===== src/rtl/stack_pkg.sv =====
// rtl/stack_pkg.sv - opcodes, control encodings, FSM states and per-opcode stack usage
package stack_pkg;

  localparam logic [3:0] OP_NOP   = 4'h0;
  localparam logic [3:0] OP_PUSHI = 4'h1;
  localparam logic [3:0] OP_LOAD  = 4'h2;
  localparam logic [3:0] OP_STORE = 4'h3;
  localparam logic [3:0] OP_POPR  = 4'h4;
  localparam logic [3:0] OP_PUSHR = 4'h5;
  localparam logic [3:0] OP_ALU   = 4'h6;
  localparam logic [3:0] OP_JUMP  = 4'h7;
  localparam logic [3:0] OP_HALT  = 4'hF;

  localparam logic [1:0] SRC_ALU = 2'd0;
  localparam logic [1:0] SRC_IMM = 2'd1;
  localparam logic [1:0] SRC_MEM = 2'd2;
  localparam logic [1:0] SRC_REG = 2'd3;

  localparam logic [1:0] ES_PUSH = 2'd0;
  localparam logic [1:0] ES_POP  = 2'd1;

  typedef enum logic [2:0] {
    ST_FETCH,
    ST_DECODE,
    ST_EX1,
    ST_EX2,
    ST_EX3,
    ST_HALT,
    ST_FAULT
  } state_t;

  typedef struct packed {
    logic [1:0] pops;
    logic [1:0] pushes;
  } stack_use_t;

  // Entries an instruction needs on the stack (pops) and the pushes that follow them.
  function automatic stack_use_t stack_use(input logic [3:0] op);
    stack_use_t u;
    u = '0;
    case (op)
      OP_PUSHI, OP_PUSHR: u.pushes = 2'd1;
      OP_LOAD: begin
        u.pops   = 2'd1;
        u.pushes = 2'd1;
      end
      OP_STORE: u.pops = 2'd2;
      OP_POPR:  u.pops = 2'd1;
      OP_ALU: begin
        u.pops   = 2'd2;
        u.pushes = 2'd1;
      end
      default: ;
    endcase
    return u;
  endfunction

endpackage


===== src/rtl/stack_depth_ctr.sv =====
// rtl/stack_depth_ctr.sv - expression-stack depth counter with over/underflow pre-check
module stack_depth_ctr
  import stack_pkg::*;
#(
  parameter int STACK_DEPTH = 16
) (
  input  logic       clk,
  input  logic       reset,
  input  logic [1:0] pops,
  input  logic [1:0] pushes,
  input  logic       es_act,
  input  logic [1:0] es_op,
  input  logic       pop_num,
  output logic [4:0] depth,
  output logic       check_ok
);

  logic [6:0] depth_w;
  logic [6:0] after_pop;

  // Widened so the underflowed difference cannot alias a legal depth.
  assign depth_w   = {2'b00, depth};
  assign after_pop = depth_w - {5'b00000, pops};
  assign check_ok  = (depth_w >= {5'b00000, pops}) &&
                     ((after_pop + {5'b00000, pushes}) <= 7'(STACK_DEPTH));

  always_ff @(posedge clk or negedge reset) begin
    if (!reset) begin
      depth <= '0;
    end else if (es_act) begin
      if (es_op == ES_PUSH) depth <= depth + 5'd1;
      else                  depth <= depth - (pop_num ? 5'd2 : 5'd1);
    end
  end

endmodule


===== src/rtl/stack_ctrl_fsm.sv =====
// rtl/stack_ctrl_fsm.sv - fetch/decode/execute sequencer for the stack processor datapath
module stack_ctrl_fsm
  import stack_pkg::*;
#(
  parameter int STACK_DEPTH = 16,
  parameter int PC_W        = 8
) (
  input  logic            clk,
  input  logic            reset,
  input  logic            run,
  input  logic [15:0]     instr,
  output logic [PC_W-1:0] pc,
  output logic [15:0]     push_in,
  output logic [1:0]      pushSrc,
  output logic            ESAct,
  output logic [1:0]      ESOp,
  output logic            popNum,
  output logic            wea,
  output logic            regWrite,
  output logic [1:0]      regAddress,
  output logic [2:0]      alu_op,
  output logic [4:0]      depth,
  output logic            halted,
  output logic            fault,
  output logic            illegal_op
);

  state_t     state, state_nxt;
  logic [15:0] ir;
  logic [3:0]  opcode;
  stack_use_t  use_dec;
  logic        check_ok;

  assign opcode  = ir[15:12];
  assign use_dec = stack_use(instr[15:12]);

  stack_depth_ctr #(.STACK_DEPTH(STACK_DEPTH)) u_depth (
    .clk      (clk),
    .reset    (reset),
    .pops     (use_dec.pops),
    .pushes   (use_dec.pushes),
    .es_act   (ESAct),
    .es_op    (ESOp),
    .pop_num  (popNum),
    .depth    (depth),
    .check_ok (check_ok)
  );

  always_ff @(posedge clk or negedge reset) begin
    if (!reset) begin
      state <= ST_FETCH;
      pc    <= '0;
      ir    <= '0;
    end else begin
      state <= state_nxt;
      if (state == ST_DECODE) begin
        ir <= instr;
        pc <= (instr[15:12] == OP_JUMP) ? instr[PC_W-1:0] : pc + PC_W'(1);
      end
    end
  end

  // Depth is checked against the incoming word so a trap lands before any stack strobe.
  always_comb begin
    state_nxt = state;
    case (state)
      ST_FETCH:  if (run) state_nxt = ST_DECODE;
      ST_DECODE: begin
        if (!check_ok)                     state_nxt = ST_FAULT;
        else if (instr[15:12] == OP_HALT)  state_nxt = ST_HALT;
        else if (instr[15:12] == OP_JUMP)  state_nxt = ST_FETCH;
        else                               state_nxt = ST_EX1;
      end
      ST_EX1:   state_nxt = (opcode == OP_LOAD || opcode == OP_ALU) ? ST_EX2 : ST_FETCH;
      ST_EX2:   state_nxt = (opcode == OP_LOAD) ? ST_EX3 : ST_FETCH;
      ST_EX3:   state_nxt = ST_FETCH;
      ST_HALT:  state_nxt = ST_HALT;
      ST_FAULT: state_nxt = ST_FAULT;
      default:  state_nxt = ST_FETCH;
    endcase
  end

  always_comb begin
    push_in    = '0;
    pushSrc    = SRC_ALU;
    ESAct      = 1'b0;
    ESOp       = ES_PUSH;
    popNum     = 1'b0;
    wea        = 1'b0;
    regWrite   = 1'b0;
    regAddress = '0;
    alu_op     = '0;
    illegal_op = 1'b0;
    case (state)
      ST_EX1: begin
        case (opcode)
          OP_NOP, OP_LOAD: ;
          OP_PUSHI: begin
            ESAct   = 1'b1;
            pushSrc = SRC_IMM;
            push_in = {{4{ir[11]}}, ir[11:0]};
          end
          OP_STORE: begin
            wea    = 1'b1;
            ESAct  = 1'b1;
            ESOp   = ES_POP;
            popNum = 1'b1;
          end
          OP_POPR: begin
            regWrite   = 1'b1;
            regAddress = ir[1:0];
            ESAct      = 1'b1;
            ESOp       = ES_POP;
          end
          OP_PUSHR: begin
            regAddress = ir[1:0];
            pushSrc    = SRC_REG;
            ESAct      = 1'b1;
          end
          OP_ALU: begin
            alu_op = ir[2:0];
            ESAct  = 1'b1;
            ESOp   = ES_POP;
            popNum = 1'b1;
          end
          default: illegal_op = 1'b1;
        endcase
      end
      ST_EX2: begin
        ESAct = 1'b1;
        if (opcode == OP_LOAD) begin
          ESOp    = ES_POP;
          pushSrc = SRC_MEM;
        end
      end
      ST_EX3: begin
        ESAct   = 1'b1;
        pushSrc = SRC_MEM;
      end
      default: ;
    endcase
  end

  assign halted = (state == ST_HALT);
  assign fault  = (state == ST_FAULT);

endmodule


===== config.mk =====
export PLATFORM = sky130hd
export DESIGN_NAME = stack_ctrl_fsm
export DESIGN_NICKNAME = d
export VERILOG_FILES = /design/src/rtl/stack_pkg.sv /design/src/rtl/stack_depth_ctr.sv /design/src/rtl/stack_ctrl_fsm.sv
export SDC_FILE = /design/constraint.sdc
export NUM_CORES = 1
export LEC_CHECK = 0
export CAP_MARGIN = 40
export CORE_ASPECT_RATIO = 1.75
export CORE_MARGIN = 2
export CORE_UTILIZATION = 30
export DETAILED_ROUTE_END_ITERATION = 6
export DONT_BUFFER_PORTS = 1
export PLACE_DENSITY_LB_ADDON = 0.2
export SYNTH_ARGS = -nofsm -noshare
export SYNTH_HDL_FRONTEND = slang
export SYNTH_SLANG_ARGS = --single-unit

===== constraint.sdc =====
create_clock -name clk -period 3.17 [get_ports clk]
set_input_delay 0.4755 -clock clk [delete_from_list [all_inputs] [get_ports clk]]
set_output_delay 0.4755 -clock clk [all_outputs]
set_load 0.03 [all_outputs]

Word-level counts from Yosys, hierarchy flattened

Index checks and enable logic that the tools add are counted.

Input bits: 19
Bits in registers: 32
Logic and storage cells: 80
Output and inout bits: 45

Reductions and logical operators: 14
Magnitude comparators: 2
Mux-type cells: 34
Equal/unequal tests: 21
$add $sub $neg: 5

Operators by type and width:

| cell                                                            | count |
|---|---|
| 2-to-1 mux 16 bit                                               | 2 |
| == test 4 x 3 -> 1 bit (second input constant)                  | 7 |
| 2-to-1 mux 3 bit                                                | 6 |
| one-hot mux 3 bit (6 select lines)                              | 1 |
| == test 4 x 2 -> 1 bit (second input constant)                  | 4 |
| 2-to-1 mux 1 bit                                                | 12 |
| 2-to-1 mux 2 bit                                                | 6 |
| OR reduction 2 bit                                              | 5 |
| == test 3 bit (second input constant)                           | 3 |
| adder 8 x 1 -> 8 bit (second input constant)                    | 1 |
| == test 4 x 1 -> 1 bit (second input constant)                  | 2 |
| 2-to-1 mux 8 bit                                                | 1 |
| one-hot mux 2 bit (2 select lines)                              | 2 |
| adder 7 x 1 -> 7 bit                                            | 1 |
| less-or-equal comparator 7 x 5 -> 1 bit (second input constant) | 1 |
| OR reduction 7 bit                                              | 1 |
| == test 3 x 2 -> 1 bit (second input constant)                  | 2 |
| one-hot mux 2 bit (3 select lines)                              | 1 |
| subtractor 5 x 2 -> 6 bit                                       | 1 |
| adder 5 x 1 -> 5 bit (second input constant)                    | 1 |
| >= comparator 5 x 2 -> 1 bit                                    | 1 |
| 2-to-1 mux 5 bit                                                | 1 |
| OR reduction 5 bit                                              | 1 |
| subtractor 5 bit                                                | 1 |
| other kinds (11)                                                | 12 |

Logic depth before layout (Yosys ltp)

Word-level depth: 9
Mapped depth: 13
Mapped depth without buffers: 12

Hierarchy

Synthesis repeated with hierarchy kept, for this count alone.

Cell total of the unflattened synthesis: 287
Area total of the unflattened synthesis: 2373.5 um^2

By module, submodules not included:

| module          | seq. area each (um^2) | cells each | times used | area each (um^2) |
|---|---|---|---|---|
| stack_ctrl_fsm  | 675.6                 | 209        | 1          | 1701.6 |
| stack_depth_ctr | 125.1                 | 78         | 1          | 671.9 |

Worst setup path before layout

OpenSTA, ideal clock, no wires.

Kind: input -> register
Start point: input port instr[14]
End point: register state[2]
Stages on the path: 12
Arrival time: 2434 ps
Slack: 591 ps
Required time: 3026 ps
Library setup time: 144 ps
Path buffers: 1
Cell sequence: xnor2_1 > nor3_1 > ha_1 > inv_1 > fa_1 > clkbuf_2 > or2_1 > o21ai_1 > and2_4 > a2111oi_2 > a311oi_2 > a31oi_1

Word-level cells in the longest chain between the ends: 9
Elaborated cells on any way between the ends: 20
Those cells by class: add/sub (2); order compare (2); eq/ne (7); mux (5); reduce/logical (4)

Ends and longest elaborated chain:

| element                                                                 | line                  | text |
|---|---|---|
| start: declaration                                                      | stack_ctrl_fsm.sv:11  | `input logic [15:0] instr,` |
| == test 4 x 3 -> 1 bit / == test 4 x 2 -> 1 bit (equally long branches) | stack_pkg.sv:41       | `case (op)` |
| OR reduction 2 bit (no source line)                                     | --                    |  |
| one-hot mux 2 bit (2 select lines)                                      | stack_pkg.sv:41       |  |
| subtractor 5 x 2 -> 6 bit                                               | stack_depth_ctr.sv:23 | `assign after_pop = depth_w - {5'b00000, pops};` |
| adder 7 x 1 -> 7 bit                                                    | stack_depth_ctr.sv:25 | `((after_pop + {5'b00000, pushes}) <= 7'(STACK_DEPTH));` |
| less-or-equal comparator 7 x 5 -> 1 bit                                 | stack_depth_ctr.sv:25 |  |
| logical AND 1 bit                                                       | stack_depth_ctr.sv:24 | `assign check_ok = (depth_w >= {5'b00000, pops}) &&` |
| 2-to-1 mux 3 bit (*)                                                    | stack_ctrl_fsm.sv:69  | `if (!check_ok) state_nxt = ST_FAULT;` |
| one-hot mux 3 bit (6 select lines) (*)                                  | stack_ctrl_fsm.sv:66  | `case (state)` |
| end signal: assignment                                                  | stack_ctrl_fsm.sv:55  | `state <= state_nxt;` |
| end: declaration                                                        | stack_ctrl_fsm.sv:28  | `state_t state, state_nxt;` |

Every way passes the cells marked *; elsewhere a longest branch is shown, timed or not.
A chain may end at the register's enable or synchronous reset.

Worst setup path in the final report

Start point: register u_depth.depth[0]
End point: register state[0]

Word-level cells in the longest chain between the ends: 6
Elaborated cells on any way between the ends: 7
Those cells by class: add/sub (2); order compare (2); mux (2); reduce/logical (1)

Ends and longest elaborated chain:

| element                                 | line                  | text |
|---|---|---|
| start: declaration                      | stack_depth_ctr.sv:14 | `output logic [4:0] depth,` |
| start signal: assignment                | stack_depth_ctr.sv:31 | `if (es_op == ES_PUSH) depth <= depth + 5'd1;` |
| start signal: assignment                | stack_depth_ctr.sv:32 | `else depth <= depth - (pop_num ? 5'd2 : 5'd1);` |
| subtractor 5 x 2 -> 6 bit               | stack_depth_ctr.sv:23 |  |
| adder 7 x 1 -> 7 bit                    | stack_depth_ctr.sv:25 |  |
| less-or-equal comparator 7 x 5 -> 1 bit | stack_depth_ctr.sv:25 |  |
| logical AND 1 bit (*)                   | stack_depth_ctr.sv:24 |  |
| 2-to-1 mux 3 bit (*)                    | stack_ctrl_fsm.sv:69  |  |
| one-hot mux 3 bit (6 select lines) (*)  | stack_ctrl_fsm.sv:66  |  |

Marks and branches as above.

==> reports/qor.yml <==
worst_setup_path:
  crit_start: "u_depth.depth[0]"
  cp_common_cell: "inv_1"
  worst_r2r_path_depth: 8
  critical-path-max-stage-delay_ps: 640
  cp_max_fo: 7
  crit_arrival_ps: 3020
  cp-end-kind: "flop"
  path_depth: 8
  r2r_start: "u_depth.depth[0]"
  cp_num_buf_inv: 2
  start_kind: "flop"
  path_class: "flop to flop"
  critPathRequiredTime_ps: 3340
  crit_path_top_delay_cell: "a2111oi_0"
  crit_chain: "inv_1 -> ha_1 -> inv_1 -> fa_1 -> or2_1 -> a2111oi_0 -> a311oi_2 -> a31o_1"
  critPathTopFamily: "compound AO/OA/AOI/OAI gates"
synthesis:
  synth_nets: 316
  synth_cell_types: 56
  yosys_warnings: 0
  synth_top_area_frac: 0.345
  seq_area_frac_synth: 0.345
  yosys.area.top_type: "dfrtp_1"
  synth_area_um2: 2320
  async_flop_share: 1.00
  synth_area_per_cell_um2: 8.12
  synth_flop_cell: "dfrtp_1"
  ys_seq_elements: 32
  synth_edf_count: 0
  synth.area.top_cells: "dfrtp_1 (34%), nand2_1 (9.9%), ha_1 (4.8%)"
  synth_cells: 286
die:
  ios: 64
  die_x_um: 70.5
  design.die.area_um2: 8490
  dieHeight_um: 120
  core_um2: 7510
  initial_core_util: 0.309
  num_rows: 42
route:
  ant_nets: 0
  routed_wl_um: 5860
  wire_per_inst_um: 16.0
  dr.pass1.iters: 4
  drt_iter0_drc: 73
  vias: 1936
  post-route-drc-count: 0
  viasPerCell: 5.28
final_layout:
  multi_input_area_um2: 1360
  mostFrequentLayoutCell: "nand2_1"
  layout-drive-gt1-share: 0.0932
  diodes: 0
  syn2layout_area_growth_pct: 9.97
  nNetsFinal: 308
  register_area_um2: 801
  fill_cells: 775
  final_cell_mix: "nand2_1 (61), dfrtp_1 (32), nor2_1 (21), a21oi_1 (19), and2_1 (15)"
  final_core_util: 0.340
cts:
  cts.reportedPaths.clkPinSlew_ps: 60
  htreeDepth: 2
  cts_buffers: 5
  cts_root_buffer: "clkbuf_16"
  cts_tree: "built"
  cts_sinks: 32
  max-clock-path-buffers: 2
  clk_latency_ps: 280
global_route:
  antenna_found_initial: 0
  grt_pass1_vias: 1891
  grt_pass1_wl_um: 9530
  grt_max_degree: 33
  grt-ovfl-total: 0
  grt_use_total: 0.143
placement:
  gp_congestion: 0.811
  dp_hpwl_um: 4430
  numPortBuffers: 0
  detailedPlace.worstSlack_ps: 272
status:
  outcome: "completed"
power:
  ir_worst_vdd_v: 0.000513
  swShare: 0.474
  p_int_mw: 1.42
  power_leakage_nw: 1.17
  total_power_mw: 2.70
  pwr-share-clk: 0.203
  switchingPower_mw: 1.28
  combPwrFrac: 0.402
  power.density_nw_per_um2: 1060
  p_seq_frac: 0.395
min_path:
  hold_class: "primary input to async pin"
timing:
  fmax_mhz: 350
  fin_tns_setup_ps: 0
  rsz0062_at_grt: "no"
  postLayoutSetupSlackWorst_ps: 314
  period_minus_slack_ps: 2860
  finClkSkew_ps: 7.65
  finalHoldViolations: 0
  relSlewSlack: 0.446
  finalSetupViolCount: 0
  drv_slew: 0
  finalCritPeriodShare: 0.901
  worst_pin_slew_ps: 832
flow_run:
  drv_cap: 0
[synth_stat cells (2+ instances only)]
library cell	instances
buf_2	5
a31oi_1	4
nand3b_1	2
o21ai_0	8
a21oi_1	19
and3_1	9
nand2b_1	5
nand2_1	61
xnor2_1	8
nand3_1	8
and2_1	15
fa_1	2
nor2_1	21
inv_1	8
o22ai_1	4
buf_6	2
nor3_1	6
nor2b_1	2
nor3b_1	3
clkbuf_1	9
buf_4	5
ha_1	9
o211ai_1	3
a21o_1	5
dfrtp_1	32
[power groups by stage]
stage | logic (mW) | registers (mW) | clock network, mW
finish | 1.08 | 1.06 | 0.548
global route | 1.24 | 1.11 | 0.577
CTS | 1.09 | 1.07 | 0.564
detailed placement | 1.08 | 1.08 | 0
global placement | 1.08 | 1.07 | 0
floorplan | 1.03 | 0.905 | 0
[state kept, by name, summed over array words and instances, names as in the netlist]
| name | count |
|---|---|
| state | 3 |
| pc | 8 |
| u_depth.depth | 5 |
| ir | 16 |
[repair_timing]
item | CTS | global route
resized for setup | 0 | 0
buffers inserted | 0 | 0
hold endpoints to repair | 32 | 0
hold buffers | 1 | 0
[kinds of logic after synthesis]
group / count (synthesis) / share of synthesized area
simple gates: 142 / 0.303
compound gates: 57 / 0.161
flops: 32 / 0.345
buf+inv: 31 / 0.0679
fa+ha+maj: 11 / 0.0657
xor+xnor: 11 / 0.0506
other cells: 1 / 0.00161
mux: 1 / 0.00485
[final timing paths]
check	endpoint	slack (ps)
max in group asynchronous	ir[0]	2960
min in group clk	ir[7]	300
hold reg to reg	ir[11]	460
setup reg to reg	state[0]	310
hold / removal	ir[5]	20
setup / recovery	state[0]	310
[final cells by class]
cell class / instances / share of cell area
Sequential cell: 32 / 0.314
Clock buffer: 5 / 0.0490
Clock inverter: 3 / 0.0167
Multi-Input combinational cell: 223 / 0.534
Tap cell: 88 / 0.0431
Timing Repair Buffer: 7 / 0.0304
Inverter: 9 / 0.0132
[per-stage QoR]
stage / hold WS, ps / std cells / area, µm²
6_report: 16.0 / 367 / 2550
5_1_grt: 26.5 / 367 / 2550
4_1_cts: 21.8 / 367 / 2550
3_5_place_dp: 181 / 358 / 2370
3_3_place_gp: 181 / 358 / 2370
2_1_floorplan: 180 / 286 / 2320
[per-layer routing]
layer / GRT usage / part of all wire / vias up
li1: - / - / 958
met1: 0.166 / 0.40 / 918
met2: 0.246 / 0.53 / 53
met3: 0.0292 / 0.054 / 7
met4: 0.0673 / 0.018 / 0
met5: 0 / 0 / -
Power figures use the tool's default switching activity.
